File: config.mk
export PLATFORM = sky130hd
export DESIGN_NAME = dmem_arbiter
export DESIGN_NICKNAME = d
export VERILOG_FILES = /design/src/rtl/dmem_pkg.sv /design/src/rtl/dmem_arbiter_starve_counter.sv /design/src/rtl/dmem_arbiter.sv
export SDC_FILE = /design/constraint.sdc
export NUM_CORES = 1
export LEC_CHECK = 0
export CELL_PAD_IN_SITES_DETAIL_PLACEMENT = 1
export CELL_PAD_IN_SITES_GLOBAL_PLACEMENT = 2
export CORE_AREA = 2 2 92 94
export DETAILED_ROUTE_END_ITERATION = 16
export DIE_AREA = 0 0 94 96
export DONT_BUFFER_PORTS = 1
export GPL_ROUTABILITY_DRIVEN = 0
export GPL_TIMING_DRIVEN = 0
export HOLD_SLACK_MARGIN = 0.08
export PLACE_DENSITY_LB_ADDON = 0.08
export SYNTH_ARGS = -nofsm -noshare
export SYNTH_HDL_FRONTEND = slang
export SYNTH_SLANG_ARGS = --single-unit
File: constraint.sdc
create_clock -name clock -period 2.7 [get_ports clock]
set_input_delay 0.405 -clock clock [delete_from_list [all_inputs] [get_ports clock]]
set_output_delay 0.405 -clock clock [all_outputs]
set_load 0.02 [all_outputs]
File: src/rtl/dmem_pkg.sv
// dmem_pkg: shared states, owner encoding and default widths for the data-RAM arbiter.
package dmem_pkg;
  localparam int DEF_ADDR_W = 12;
  localparam int DEF_DATA_W = 32;
  localparam int DEF_STARVE_LIMIT = 8;
  typedef enum logic [1:0] {PROC, IO_GRANT, FORCE} state_t;
  typedef enum logic {OWN_PROC, OWN_IO} owner_t;
endpackage

File: src/rtl/dmem_arbiter_starve_counter.sv
// starve_counter: saturating count of consecutive denied secondary cycles.
// at_limit flags that the current denial brings the count to LIMIT.
module starve_counter #(
  parameter int LIMIT = 8
) (
  input  logic clock,
  input  logic reset,
  input  logic clr,
  input  logic inc,
  output logic at_limit
);
  localparam int W = $clog2(LIMIT + 1);
  logic [W-1:0] cnt_q, cnt_d;
  always_comb begin
    cnt_d = clr ? '0 : (inc && cnt_q != W'(LIMIT)) ? cnt_q + 1'b1 : cnt_q;
  end
  assign at_limit = inc && cnt_q >= W'(LIMIT - 1);
  always_ff @(posedge clock or negedge reset) begin
    if (!reset) cnt_q <= '0;
    else cnt_q <= cnt_d;
  end
endmodule

File: src/rtl/dmem_arbiter.sv
// dmem_arbiter: shares the single-port data RAM between the processor and a secondary requester.
// Define DMEM_ARB_STARVE_GUARD_EN to add the forced-grant starvation guard.
module dmem_arbiter
  import dmem_pkg::*;
#(
  parameter int ADDR_W = DEF_ADDR_W,
  parameter int DATA_W = DEF_DATA_W,
  parameter int STARVE_LIMIT = DEF_STARVE_LIMIT
) (
  input  logic              clock,
  input  logic              reset,
  input  logic              proc_req,
  input  logic              proc_wren,
  input  logic [ADDR_W-1:0] proc_addr,
  input  logic [DATA_W-1:0] proc_data,
  output logic [DATA_W-1:0] proc_q,
  output logic              proc_stall,
  input  logic              io_req,
  input  logic              io_we,
  input  logic [ADDR_W-1:0] io_addr,
  input  logic [DATA_W-1:0] io_wdata,
  output logic              io_gnt,
  output logic              io_rvalid,
  output logic [DATA_W-1:0] io_rdata,
  output logic              ram_wEn,
  output logic [ADDR_W-1:0] ram_addr,
  output logic [DATA_W-1:0] ram_dataIn,
  input  logic [DATA_W-1:0] ram_dataOut
);
  if (STARVE_LIMIT < 1) begin : g_bad_limit
    $error("STARVE_LIMIT must be at least 1");
  end
  state_t state_q, state_d;
  owner_t owner_q, owner_d;
  logic rd_q, rd_d;
  logic force_st, io_own, proc_own, at_limit;
  assign force_st = state_q == FORCE;
`ifdef DMEM_ARB_STARVE_GUARD_EN
  starve_counter #(.LIMIT(STARVE_LIMIT)) u_starve (
    .clock   (clock),
    .reset   (reset),
    .clr     (io_gnt || !io_req),
    .inc     (io_req && !io_gnt),
    .at_limit(at_limit)
  );
  assign proc_stall = force_st;
`else
  assign at_limit = 1'b0;
  assign proc_stall = 1'b0;
`endif
  always_comb begin
    io_own = reset && (force_st ? io_req : !proc_req && io_req);
    proc_own = reset && !force_st && proc_req;
    state_d = force_st ? PROC : io_own ? IO_GRANT : (proc_req && at_limit) ? FORCE : PROC;
    owner_d = io_own ? OWN_IO : OWN_PROC;
    rd_d = io_own ? !io_we : proc_own && !proc_wren;
  end
  assign io_gnt = io_own;
  assign ram_addr = io_own ? io_addr : proc_addr;
  assign ram_dataIn = io_own ? io_wdata : proc_data;
  assign ram_wEn = io_own ? io_we : proc_own && proc_wren;
  assign io_rvalid = owner_q == OWN_IO && rd_q;
  assign io_rdata = ram_dataOut;
  assign proc_q = ram_dataOut;
  always_ff @(posedge clock or negedge reset) begin
    if (!reset) begin
      state_q <= PROC;
      owner_q <= OWN_PROC;
      rd_q <= 1'b0;
    end else begin
      state_q <= state_d;
      owner_q <= owner_d;
      rd_q <= rd_d;
    end
  end
endmodule
==> impl_metrics.toml <==
[hold_path]
min_path_type = "input port to register"

[routing]
drt_iter0_drc = 7
vias = 880
drcViolationCount = 0
dr.pass1.iters = 3
drt.antenna.violating_nets = 0
routed_wl_um = 4070
drt-wirelength-per-cell_um = 17.3
vias_per_cell = 3.74

[worst_setup_path]
crit_end = "ram_dataIn[20]"
end_kind = "primary output"
critical_path.max_fanout = 10
arrival_ps = 1200
cp-startpoint = "proc_req"
worst-endpoint-required_ps = 2300
worst-setup-path-type = "input port to primary output"
worstSetupStartpointType = "input port"

[global_route]
grt_overflow = 0
antenna_found_initial = 0
track_usage = 0.0687
grt_pass1_vias = 890
grt_max_degree = 11
grt_pass1_wl_um = 4890

[die]
die_area_mm2 = 0.00902
die_height_um = 96
die_x_um = 94
start_util = 0.167
fp-row-count = 33
io_pins = 238
core-area_mm2 = 0.00805

[logic_synthesis]
ys_seq_elements = 2
synthDistinctLibCells = 16
yosysSeqAreaShare = 0.0372
synth_warnings = 0
synth_cells = 126
netlist_area_mm2 = 0.00135
syn-num-nets = 252
syn-mean-instance-area_um2 = 10.7

[sta]
worst_hold_slack_ps = 320
finalWorstSetupSlack_ps = 1090
tightestPinTransition_ps = 751
setup_violations = 0
rsz0062_at_grt = "false"
slew_viol_final = 0
finalCritPeriodShare = 0.595
fmax_mhz = 622
slew_headroom = 0.495
tns_ps = 0
hold_viol = 0
period_needed_ps = 1610

[placement]
place.detailed.hpwl_um = 3760
port_buffers = 0
dpl_worst_slack_ps = 1070

[power_and_ir_drop]
design_power_total_w = 0.000479
power_leakage_nw = 0.839
ir_drop_mv = 0.152
p_per_area_mw_per_mm2 = 314

[final_layout]
layout_commonest_cell = "buf_4"
area_growth_pct = 13.6
num-nets-final = 258
multi_input_area_um2 = 712
antenna_cells = 0
n_fill_cell = 938
layout_common_cells = "buf_4, mux2_4, mux2_2"
layout-drive-gt1-share = 0.908
ff_latch_area_um2 = 50.0

[cts]
clk_path_buf_depth = 2
postCtsHoldBufs = 1
cts_buffers = 3
clkSinkCount = 2
clkTransAtPathRegs_ps = 30
root_buffer = "clkbuf_8"
postCtsSetupRepairBufs = 0
h-tree-depth = 1
cts_resized = 0
cts_tree = "yes"

[flow_run]
maxCapViolations = 0

[run_status]
run_status = "finished clean"
-- through the flow --
step	util	std cells	instance area, µm²
after global placement	0.183	231	1480
after detailed placement	0.183	231	1480
final	0.190	235	1530
after CTS	0.190	235	1530
after floorplan	-	126	1350
after global routing	0.190	235	1530
-- metal layers --
| metal | global-route usage | wire, µm |
|---|---|---|
| met5 | 0 | 0 |
| met4 | 0.0109 | 0 |
| met3 | 0.0243 | 566 |
| met2 | 0.141 | 2340 |
| met1 | 0.0662 | 1160 |
-- registers in the layout, indices dropped and copies added, names as in the netlist --
| register | cells |
|---|---|
| owner_q | 1 |
| rd_q | 1 |
-- critical path: stages --
cell	delay, ps
nand3b_4	100
buf_6	180
buf_12	160
mux2_4	350
-- where the power goes --
| part | switching [W] | leakage (nW) | internal [W] | total [W] |
|---|---|---|---|---|
| clock | 0.0000217 | 0.0216 | 0.0000941 | 0.000116 |
| combinational | 0.000185 | 0.791 | 0.000147 | 0.000332 |
| sequential | 0.000000191 | 0.0267 | 0.0000316 | 0.0000318 |
-- cell usage after synthesis --
cell type  number  share of area
buf_6           1         0.0084
conb_1          1         0.0028
inv_1           1         0.0028
nand3b_4        1          0.015
o21a_1          1         0.0056
a21boi_0        1         0.0056
dfrtp_1         2          0.037
buf_12          4          0.060
nand2_1         1         0.0028
nor3b_1         1         0.0056
mux2_2          5          0.042
nor2b_1         1         0.0047
nand3b_1        1         0.0056
mux2_4         39           0.44
buf_4          65           0.36
and2_1          1         0.0047
-- how the worst min path moves through the flow --
stage / from / end / cells past startpoint
after floorplan: reset / owner_q / 0
after global placement: reset / rd_q / 0
after detailed placement: reset / rd_q / 0
after CTS: reset / rd_q / 1
after global routing: reset / rd_q / 1
final: reset / rd_q / 1
-- cells by family (layout without fill, tap and decap cells) --
kind of cell / after synthesis / after routing / synth area share
AO/OA/AOI/OAI: 2 / 2 / 0.0112
buffers and inverters: 71 / 75 / 0.433
flip-flops: 2 / 2 / 0.0372
multiplexers: 44 / 44 / 0.477
other: 1 / 1 / 0.00279
AND/OR/NAND/NOR: 6 / 6 / 0.0381
-- cell type report --
cell class              count  area share
multi-input cells          53       0.466
clock buffers               3      0.0270
repair buffers              1     0.00655
flip-flops and latches      2      0.0328
well taps                 105      0.0860
inverters                   1     0.00246
plain buffers              70       0.379
(Power assumes the default switching activity.)
